--- src/rtl/sipo_piso_ctrl_if.sv ---
// Parallel-side handshake bundle of the serial link controller.
// master = controller, slave = parallel datapath.
interface sipo_piso_ctrl_if #(
  parameter int WIDTH = 8
);
  logic [WIDTH-1:0] rx_data;
  logic             rx_valid;
  logic             rx_ready;
  logic [WIDTH-1:0] tx_data;
  logic             tx_valid;
  logic             tx_ready;

  modport master (
    output rx_data, rx_valid, tx_ready,
    input  rx_ready, tx_data, tx_valid
  );

  modport slave (
    input  rx_data, rx_valid, tx_ready,
    output rx_ready, tx_data, tx_valid
  );
endinterface

--- src/rtl/sipo_piso_ctrl.sv ---
// Serial link controller: SIPO capture with double-buffered word,
// gapless MSB-first PISO transmit.
module sipo_piso_ctrl #(
  parameter int WIDTH = 8
) (
  input  logic clk,
  input  logic rst_n,
  input  logic rx_en,
  input  logic sin,
  output logic rx_overrun,
  output logic sout,
  output logic sout_en,
  sipo_piso_ctrl_if.master bus
);
  localparam int CW = $clog2(WIDTH);
  localparam logic [CW-1:0] LAST = CW'(WIDTH - 1);

  typedef enum logic { R_IDLE, R_SHIFT } rx_st_t;
  typedef enum logic { T_IDLE, T_SHIFT } tx_st_t;

  rx_st_t           rx_st;
  logic [CW-1:0]    rx_cnt;
  logic [WIDTH-2:0] rx_shreg;
  logic [WIDTH-1:0] rx_word;
  logic             rx_done;
  logic             rx_free;

  tx_st_t           tx_st;
  logic [CW-1:0]    tx_cnt;
  logic [WIDTH-1:0] tx_shreg;
  logic             tx_acc;

  assign rx_word = {rx_shreg, sin};
  assign rx_done = rx_en && (rx_st == R_SHIFT || WIDTH == 1)
                   && (rx_cnt == LAST);
  // holding register frees up if it is being read on this same edge
  assign rx_free = !bus.rx_valid || bus.rx_ready;

  always_ff @(posedge clk or negedge rst_n) begin
    if (!rst_n) begin
      rx_st      <= R_IDLE;
      rx_cnt     <= '0;
      rx_shreg   <= '0;
      bus.rx_data  <= '0;
      bus.rx_valid <= 1'b0;
      rx_overrun <= 1'b0;
    end else begin
      rx_overrun <= 1'b0;
      if (!rx_en) begin
        rx_st  <= R_IDLE;
        rx_cnt <= '0;
      end else begin
        rx_st    <= R_SHIFT;
        rx_shreg <= rx_word[WIDTH-2:0];
        rx_cnt   <= (rx_cnt == LAST) ? '0 : rx_cnt + 1'b1;
      end
      if (rx_done && rx_free) begin
        bus.rx_data  <= rx_word;
        bus.rx_valid <= 1'b1;
      end else if (rx_done) begin
        rx_overrun <= 1'b1;
      end else if (bus.rx_valid && bus.rx_ready) begin
        bus.rx_valid <= 1'b0;
      end
    end
  end

  assign bus.tx_ready = (tx_st == T_IDLE) ||
                        (tx_st == T_SHIFT && tx_cnt == LAST);
  assign tx_acc = bus.tx_valid && bus.tx_ready;

  always_ff @(posedge clk or negedge rst_n) begin
    if (!rst_n) begin
      tx_st    <= T_IDLE;
      tx_cnt   <= '0;
      tx_shreg <= '0;
      sout     <= 1'b0;
      sout_en  <= 1'b0;
    end else if (tx_acc) begin
      sout     <= bus.tx_data[WIDTH-1];
      sout_en  <= 1'b1;
      tx_shreg <= bus.tx_data << 1;
      tx_cnt   <= '0;
      tx_st    <= T_SHIFT;
    end else if (tx_st == T_SHIFT) begin
      if (tx_cnt != LAST) begin
        sout     <= tx_shreg[WIDTH-1];
        tx_shreg <= tx_shreg << 1;
        tx_cnt   <= tx_cnt + 1'b1;
      end else begin
        sout    <= 1'b0;
        sout_en <= 1'b0;
        tx_st   <= T_IDLE;
      end
    end
  end
endmodule

--- src/flat_wrapper.sv ---
// flat-port wrapper written by rule: the top's interface ports become plain ports
module sipo_piso_ctrl_flat 
#(
  parameter int WIDTH = 8
)
  (clk, rst_n, rx_en, sin, rx_overrun, sout, sout_en, bus_rx_data, bus_rx_valid, bus_tx_ready, bus_rx_ready, bus_tx_data, bus_tx_valid);
  sipo_piso_ctrl_if #(.WIDTH(WIDTH)) bus_i ();
  input  logic clk;
  input  logic rst_n;
  input  logic rx_en;
  input  logic sin;
  output logic rx_overrun;
  output logic sout;
  output logic sout_en;
  output wire logic [$bits(bus_i.rx_data)-1:0] bus_rx_data;
  output wire logic [$bits(bus_i.rx_valid)-1:0] bus_rx_valid;
  output wire logic [$bits(bus_i.tx_ready)-1:0] bus_tx_ready;
  input wire logic [$bits(bus_i.rx_ready)-1:0] bus_rx_ready;
  input wire logic [$bits(bus_i.tx_data)-1:0] bus_tx_data;
  input wire logic [$bits(bus_i.tx_valid)-1:0] bus_tx_valid;
  assign bus_rx_data = bus_i.rx_data;
  assign bus_rx_valid = bus_i.rx_valid;
  assign bus_tx_ready = bus_i.tx_ready;
  assign bus_i.rx_ready = bus_rx_ready;
  assign bus_i.tx_data = bus_tx_data;
  assign bus_i.tx_valid = bus_tx_valid;
  sipo_piso_ctrl #(.WIDTH(WIDTH)) u_core (.clk(clk), .rst_n(rst_n), .rx_en(rx_en), .sin(sin), .rx_overrun(rx_overrun), .sout(sout), .sout_en(sout_en), .bus(bus_i));
endmodule
--- config.mk ---
export PLATFORM = sky130hd
export DESIGN_NAME = sipo_piso_ctrl_flat
export DESIGN_NICKNAME = d
export VERILOG_FILES = /design/src/rtl/sipo_piso_ctrl_if.sv /design/src/rtl/sipo_piso_ctrl.sv /design/src/flat_wrapper.sv
export SDC_FILE = /design/constraint.sdc
export NUM_CORES = 1
export LEC_CHECK = 0
export CAP_MARGIN = 0
export CORE_MARGIN = 1.5
export CORE_UTILIZATION = 45
export DETAILED_ROUTE_END_ITERATION = 6
export DONT_BUFFER_PORTS = 1
export GPL_TIMING_DRIVEN = 0
export SLEW_MARGIN = 10
export SYNTH_ARGS = -nofsm -noshare
export SYNTH_HDL_FRONTEND = slang
export SYNTH_SLANG_ARGS = --single-unit
--- constraint.sdc ---
create_clock -name clk -period 2.1 [get_ports clk]
set_input_delay 0.21 -clock clk [delete_from_list [all_inputs] [get_ports clk]]
set_output_delay 0.21 -clock clk [all_outputs]
set_load 0.005 [all_outputs]
==> flow_summary.ini, run 1 <==
[synthesis]
synthTopCellsByCount = 34 x dfrtp_1, 10 x nand2_1, 8 x mux2_4, 8 x mux2i_1, 8 x o21ai_0
yosysUniqueCellTypes = 23
synth_fp_nets = 120
synth_ff_type = dfrtp_1
yosys.cell_count.top_type = dfrtp_1
seq_area_frac_synth_pct = 60.0
synth_edf_count = 0
synth_async_sr_flop_share_pct = 100
ys_warn_count = 0
yosysTopAreaCellShare_pct = 60.0
yosys-top-cells-area = dfrtp_1 60%, mux2_4 8.5%, mux2i_1 5.6%, mux2_2 5.6%, ha_1 3.5%
synth_top_area_cell = dfrtp_1
postSynthAreaPerCell_um2 = 13.9
synth.cell_area_um2 = 1420
ys_ff_latch = 34
netlist_instances = 102

[clock_network]
numCtsBuffers = 5
htreeDepth = 2
clkLatencyLatePin_ns = 0.33
cts_root_buf = clkbuf_4
postCtsResizedCells = 0
clkSlewWorstSetupHoldPaths_ns = 0.10
clock-sinks = 34
clk_path_buf_depth = 2
cts_hold_buf = 5
cts_setup_buffers = 0
cts_tree = yes

[place]
portBuffers = 0
place_ws_ns = 0.538
placed_cell_area_um2 = 1470
dp.cells = 146
hpwl_mm = 1.45
gp_congestion = 0.632

[worst_setup_path]
crit_type = reg2out
rrSetupSlack_ns = 0.53
cpPeakStageDelay_ns = 0.42
end_kind = primary output
crit_cells = 5
worstRegToRegCells = 6
path_max_fanout = 10
required_ns = 1.89
cp_top_family = adder cells
path_buf_inv = 2
startpoint_type = register
path_common_cell = ha_1
arrival_ns = 1.59
slowest_stage = dfrtp_1
crit_chain = ha_1 > ha_1 > nor2b_1 > buf_2 > inv_2

[power]
ir_drop_mv = 0.525
static-leakage-power_uw = 0.000779
powerDensity_nw_per_um2 = 1000

[sta]
tightest_slew_ns = 0.254
period_share_pct = 85.9
max_slew_margin_pct = 83.0
clock.fmax_ghz = 0.554
fin_crit_ns = 1.80
finalSetupViolCount = 0
setup_tns_ns = 0
slew_violations = 0
hold_viol = 0
rsz0062_at_grt = false
hold_slack_ns = 0.0346
fin_ws_ns = 0.296
fin_skew_ns = 0.00830

[final_layout]
syn2layout_area_growth_pct = 13.1
drive_above_1_share_pct = 27.6
diodes = 0
fin_nets = 133
nFillCells = 272
finalNonFillerCells = 160
stdcell_area_um2 = 1600

[floorplanning]
pin_count = 27
dieArea_um2 = 3500
die_width_um = 59.1
dieHeight_um = 59.1
start_util_pct = 46.8
core_um2 = 3030
rows = 20

[global_route]
grt_use_total_pct = 14.9
grt_overflow = 0
grt_antenna_before_repair = 0
grt_pass1_vias = 834
grt_pass1_wl_mm = 3.73
grt_max_degree = 35

[drt]
via_per_inst = 4.88
ant_nets = 0
drc = 0
routed_wl_mm = 2.15
vias = 780
drt_pass1_iterations = 4
wl_per_cell_um = 13.4
drtIter0Drc = 40

[worst_hold_path]
hold_depth = 2
hp-class = in2reg

[outcome]
status = completed

[run]
cap_violations = 0
[kinds of logic (layout without fill, tap and decap cells)]
group	count (synthesis)	after routing	share of synthesized area [%]
mux	23	23	19.7
simple gates	24	24	9.62
flops	34	34	60.0
buf+inv	6	20	2.65
fa+ha+maj	4	4	3.53
compound gates	11	11	4.50
[layout by cell type (no fill, tap or decap), types with 2 or more instances in the layout]
master,instances
dfrtp_1,34
nand2_1,10
mux2_4,8
o21ai_0,8
mux2i_1,8
mux2_2,7
clkbuf_4,5
dlygate4sd3_1,5
ha_1,4
buf_2,3
nand2b_1,3
nor2_1,3
and2_1,2
[path summary, 6_finish.rpt]
| check | start | end |
|---|---|---|
| worst max-delay path | u_core.tx_cnt[0] | bus_tx_ready |
| worst min-delay path | rx_en | u_core.rx_overrun |
| worst max register to register | u_core.tx_cnt[0] | u_core.tx_cnt[1] |
| worst min register to register | u_core.rx_cnt[0] | u_core.rx_cnt[0] |
| max in group asynchronous | rst_n | u_core.bus.rx_data[5] |
| min in group asynchronous | rst_n | u_core.sout_en |
[report_power, final]
part	internal, µW	switching (µW)	leakage [µW]
combinational	171	176	0.000305
clock	162	202	0.0000353
sequential	800	92.3	0.000438
[metal layers]
metal | GRT usage [%] | wire, µm
met5 | 0 | 0
met4 | 6.82 | 43
met3 | 7.86 | 167
met2 | 21.9 | 1020
met1 | 18.0 | 919
[state kept, by name (all words and copies together) (netlist names), 3 cells and up]
name and flops:
u_core.bus.rx_data 8, u_core.rx_cnt 3, u_core.tx_cnt 3, u_core.tx_shreg 7, u_core.rx_shreg 7
[through the flow]
stage	power (µW)	utilization, %
2_1_floorplan	1150	-
3_3_place_gp	1210	48.6
3_5_place_dp	1230	48.6
4_1_cts	1630	52.6
5_1_grt	1740	52.9
6_report	1600	52.9
[final cells by class]
class | instances | area [µm²] | area share, %
clock buffers | 7 | 55.1 | 3.43
flip-flops and latches | 34 | 851 | 53.1
clock inverters | 1 | 5.00 | 0.312
repair buffers | 6 | 70.1 | 4.37
plain buffers | 5 | 33.8 | 2.11
inverters | 1 | 3.75 | 0.234
well taps | 44 | 55.1 | 3.43
multi-input cells | 62 | 529 | 33.0
Power figures use the tool's default switching activity.
==> inputs of run 2 (changes only) <==
- MAX_ROUTING_LAYER: unset -> met4
==> run 2 against run 1 <==
Non-clock buffer count did not move. Largest cell class unchanged. Largest power group unchanged. Via count increased by 0.13%. Clock-buffer cell count unchanged. Core utilization stayed put. Final area stayed put. Wire length hardly changed. Register-to-register slack hardly changed. Critical path depth stayed put. Clock power about the same.
==> flow_summary.ini, run 2 (same netlist as run 1, synthesis figures left out) <==
[clock_network]
postCtsResizedCells = 0
clkSlewWorstSetupHoldPaths_ns = 0.10
cts_root_buf = clkbuf_4
numCtsBuffers = 5
cts_tree = yes
clkLatencyLatePin_ns = 0.33
clk_path_buf_depth = 2
clock-sinks = 34
htreeDepth = 2

[final_layout]
largest_register_ffs = 8
drive_above_1_share_pct = 27.6
regMostFlops = u_core.bus.rx_data
stdcell_area_um2 = 1600
fin_nets = 133
diodes = 0
final_cell_mix = 34 x dfrtp_1, 10 x nand2_1, 8 x mux2_4, 8 x o21ai_0, 8 x mux2i_1
final_common_cell = dfrtp_1
syn2layout_area_growth_pct = 13.1
reg_top3 = u_core.bus.rx_data x8, u_core.rx_shreg x7, u_core.tx_shreg x7

[floorplanning]
pin_count = 27
dieArea_um2 = 3500
die_width_um = 59.1
dieHeight_um = 59.1
rows = 20
start_util_pct = 46.8
core_um2 = 3030

[drt]
ant_nets = 0
top_layer_used = met4
drc = 0
vias = 781
wl_met2_mm = 1.02
dr_wl_met3_um = 178
wl_per_cell_um = 13.5
via_per_inst = 4.88
wl_met1_um = 908
drt_pass1_iterations = 4
drtIter0Drc = 37
routed_wl_mm = 2.15

[worst_setup_path]
required_ns = 1.89
startpoint_type = register
crit_type = reg2out
path_max_fanout = 10
end_kind = primary output
arrival_ns = 1.59

[sta]
fin_crit_ns = 1.80
fin_skew_ns = 0.00829
finalSetupViolCount = 0
tightest_slew_ns = 0.254
slew_violations = 0
rsz0062_at_grt = false
clock.fmax_ghz = 0.554
hold_viol = 0
period_share_pct = 85.9
fin_ws_ns = 0.296
setup_tns_ns = 0
max_slew_margin_pct = 83.0

[place]
hpwl_mm = 1.45
placed_cell_area_um2 = 1470
gp_congestion = 0.637
place_ws_ns = 0.538
portBuffers = 0

[global_route]
grt_pass1_vias = 836
grt_antenna_before_repair = 0
grt_pass1_wl_mm = 3.73
grt_use_total_pct = 15.3
grt_overflow = 0
grt_max_degree = 35

[power]
powerDensity_nw_per_um2 = 1000
swShare_pct = 29.3
clkPwrFrac_pct = 22.7
seqPwrFrac_pct = 55.7
ir_drop_mv = 0.525
combPwrFrac_pct = 21.6
internal_power_uw = 1130
fin_total_pwr_uw = 1600
static-leakage-power_uw = 0.000779
switchingPower_uw = 470

[outcome]
status = completed

[run]
cap_violations = 0

[worst_hold_path]
hp-class = in2reg
-- run 2: cell counts in the layout (fill, tap and decap cells not counted) --
Identical to the previous run, type by type.
-- run 2: cell type report --
| class | instances | area, µm² |
|---|---|---|
| Buffer | 5 | 33.8 |
| Clock buffer | 7 | 55.1 |
| Clock inverter | 1 | 5.00 |
| Fill cell | 272 | 1430 |
| Inverter | 1 | 3.75 |
| Multi-Input combinational cell | 62 | 529 |
| Sequential cell | 34 | 851 |
| Tap cell | 44 | 55.1 |
| Timing Repair Buffer | 6 | 70.1 |
-- run 2: final timing paths --
| path | depth (start not counted) | endpoint | startpoint | slack, ns |
|---|---|---|---|---|
| setup / recovery | 5 | bus_tx_ready | u_core.tx_cnt[0] | 0.30 |
| hold / removal | 2 | u_core.rx_overrun | rx_en | 0.03 |
| setup reg to reg | 6 | u_core.tx_cnt[1] | u_core.tx_cnt[0] | 0.53 |
| hold reg to reg | 1 | u_core.rx_cnt[0] | u_core.rx_cnt[0] | 0.44 |
| max in group asynchronous | 2 | u_core.bus.rx_data[5] | rst_n | 1.61 |
| min in group asynchronous | 2 | u_core.sout_en | rst_n | 0.31 |
-- run 2: what timing repair did --
item / in CTS / in global routing
endpoints found under the hold margin: 37 / 1
buffers inserted: 0 / 0
hold buffers: 5 / 1
-- run 2: metal layers --
| layer | track usage [%] | vias to the layer above |
|---|---|---|
| li1 | - | 371 |
| met1 | 17.9 | 378 |
| met2 | 21.9 | 24 |
| met3 | 8.08 | 8 |
| met4 | 6.82 | 0 |
| met5 | - | - |
-- run 2: worst max-delay path, stage by stage (launching register included) --
cell and delay, ns:
dfrtp_1 0.42, ha_1 0.22, ha_1 0.21, nor2b_1 0.11
buf_2 0.21, inv_2 0.09
-- run 2: power groups by stage --
| stage | clock network, µW | registers (µW) | logic (µW) |
|---|---|---|---|
| after global placement | 0 | 898 | 314 |
| final | 364 | 893 | 347 |
| after floorplan | 0 | 878 | 273 |
| after CTS | 383 | 894 | 352 |
| after global routing | 416 | 911 | 411 |
| after detailed placement | 0 | 906 | 327 |
-- run 2: through the flow --
step,cells,hold WS [ns],util [%]
5_1_grt,160,0.00669,52.9
2_1_floorplan,102,-0.0856,-
3_3_place_gp,146,-0.0847,48.6
4_1_cts,159,0.00801,52.6
6_report,160,0.0344,52.9
3_5_place_dp,146,-0.0849,48.6
==> inputs of run 3 (changes only) <==
- ABC_AREA: unset -> 1
==> run 3 against run 2 <==
Final area is 1.8% lower. Sequential power is 3.8% lower. Maximum frequency grew 3.8%. Non-clock buffer count shrank 1. Critical path depth unchanged. Combinational power increased by 7.8%. Wire length grew 16%. First-iteration DRC count is 110% higher. Clock-buffer cell count unchanged. Global-route usage grew 2.1 points. Largest cell class unchanged.
==> flow_summary.ini, run 3 <==
[global_route]
grt_pass1_vias = 1046
grt_max_degree = 35
grt_antenna_before_repair = 0
grt_pass1_wl_mm = 4.40
grt_overflow = 0
grt_use_total_pct = 17.4

[drt]
vias = 1003
top_layer_used = met4
wl_per_cell_um = 12.4
drtIter0Drc = 77
ant_nets = 0
wl_met1_mm = 1.13
routed_wl_mm = 2.50
wl_met2_mm = 1.22
drt_pass1_iterations = 4
dr_wl_met3_um = 133
via_per_inst = 4.97
drc = 0

[clock_network]
cts_root_buf = clkbuf_4
cts_tree = yes
cts_setup_buffers = 0
clock-sinks = 34
clk_path_buf_depth = 2
numCtsBuffers = 5
cts_hold_buf = 3
clkSlewWorstSetupHoldPaths_ns = 0.09
postCtsResizedCells = 0
clkLatencyLatePin_ns = 0.32
htreeDepth = 2

[synthesis]
synth_xor_area_share_pct = 0
postSynthAreaPerCell_um2 = 9.69
yosys.cell_count.top_type = nand2_1
synth_top_area_cell = dfrtp_1
seq_area_frac_synth_pct = 59.8
synth_ff_type = dfrtp_1
ys_warn_count = 0
synthTopCellsByCount = 39 x nand2_1, 34 x dfrtp_1, 30 x nand3_1
synth_async_sr_flop_share_pct = 100
synth_edf_count = 0
synth_compound_area_share_pct = 3.51
yosysTopAreaCellShare_pct = 59.8
synth_fa_ha_area_share_pct = 3.51
synth_fp_nets = 165
synth_top_family_by_area = simple AND/OR/NAND/NOR gates
muxShareOfSynthArea_pct = 0
yosysUniqueCellTypes = 17
ys_ff_latch = 34
synth.cell_area_um2 = 1420
synth_simple_gate_area_share_pct = 27.1
netlist_instances = 147
yosys-top-cells-area = dfrtp_1 60%, nand3_1 11%, nand2_1 10%, ha_1 3.5%, inv_1 2.4%

[sta]
fin_skew_ns = 0.00717
slew_violations = 0
fin_ws_ns = 0.362
tightest_slew_ns = 0.192
period_share_pct = 82.8
finalSetupViolCount = 0
fin_crit_ns = 1.74
hold_slack_ns = 0.0189
max_slew_margin_pct = 87.1
setup_tns_ns = 0
clock.fmax_ghz = 0.575
rsz0062_at_grt = false
hold_viol = 0

[place]
place_ws_ns = 0.629
portBuffers = 0
placed_cell_area_um2 = 1480
hpwl_mm = 1.75
gp_congestion = 0.804

[worst_setup_path]
startpoint_type = register
slowest_stage = dfrtp_1
crit_chain = ha_1 > ha_1 > inv_1 > nand2_2 > buf_6
cp_top_family = adder cells
path_buf_inv = 2
path_max_fanout = 10
required_ns = 1.89
end_kind = primary output
crit_type = reg2out
arrival_ns = 1.53
path_common_cell = ha_1
cpPeakStageDelay_ns = 0.41

[final_layout]
diodes = 0
regMostFlops = u_core.bus.rx_data
fin_nets = 176
final_cell_mix = 39 x nand2_1, 34 x dfrtp_1, 30 x nand3_1
syn2layout_area_growth_pct = 10.5
drive_above_1_share_pct = 13.3
fin_util_pct = 52.0
largest_register_ffs = 8
nFillCells = 285
final_common_cell = nand2_1
stdcell_area_um2 = 1570
reg_top3 = u_core.bus.rx_data x8, u_core.rx_shreg x7, u_core.tx_shreg x7

[worst_hold_path]
hp-class = in2reg

[power]
powerDensity_nw_per_um2 = 988
ir_drop_mv = 0.493
static-leakage-power_uw = 0.000840

[floorplanning]
dieArea_um2 = 3510
pin_count = 27
rows = 20
start_util_pct = 47.0
dieHeight_um = 59.3
die_width_um = 59.3
core_um2 = 3030

[run]
cap_violations = 0

[outcome]
status = completed
## run 3: kinds of logic (layout without fill, tap and decap cells)
logic type / Yosys count / in the layout
and+or+nand+nor: 81 / 81
buffers and inverters: 18 / 29
AOI/OAI and AO/OA: 10 / 10
adders and majority gates: 4 / 4
DFF: 34 / 34
## run 3: cell type report
class,count,area [µm²],area share [%]
clock buffers,7,45.0,2.86
well taps,44,55.1,3.50
inverters,12,45.0,2.86
multi-input cells,95,485,30.8
repair buffers,4,50.0,3.18
flip-flops and latches,34,851,54.1
plain buffers,6,42.5,2.70
## run 3: per-layer routing
metal  vias up  track usage [%]
met3         2             6.99
li1        497                -
met1       482             20.7
met5         -                -
met4         0             6.82
met2        22             26.4
## run 3: through the flow
step                std cells  power, µW
finish                    202       1550
global route              202       1680
CTS                       201       1580
detailed placement        191       1230
global placement          191       1210
floorplan                 147       1150
## run 3: final timing paths
check / start / to / slack [ns] / cells past startpoint
worst max-delay path: u_core.tx_cnt[0] / bus_tx_ready / 0.36 / 5
worst min-delay path: sin / u_core.rx_shreg[0] / 0.02 / 2
worst max register to register: u_core.tx_cnt[0] / u_core.tx_shreg[6] / 0.64 / 7
worst min register to register: u_core.rx_cnt[0] / u_core.rx_cnt[0] / 0.47 / 1
max in group asynchronous: rst_n / u_core.rx_shreg[3] / 1.60 / 2
min in group asynchronous: rst_n / u_core.bus.rx_data[7] / 0.32 / 2
## run 3: power breakdown
| group | internal, µW | total [µW] | switching, µW |
|---|---|---|---|
| clock network | 126 | 322 | 195 |
| registers | 784 | 859 | 75.5 |
| logic | 149 | 374 | 225 |
| total | 1060 | 1550 | 496 |
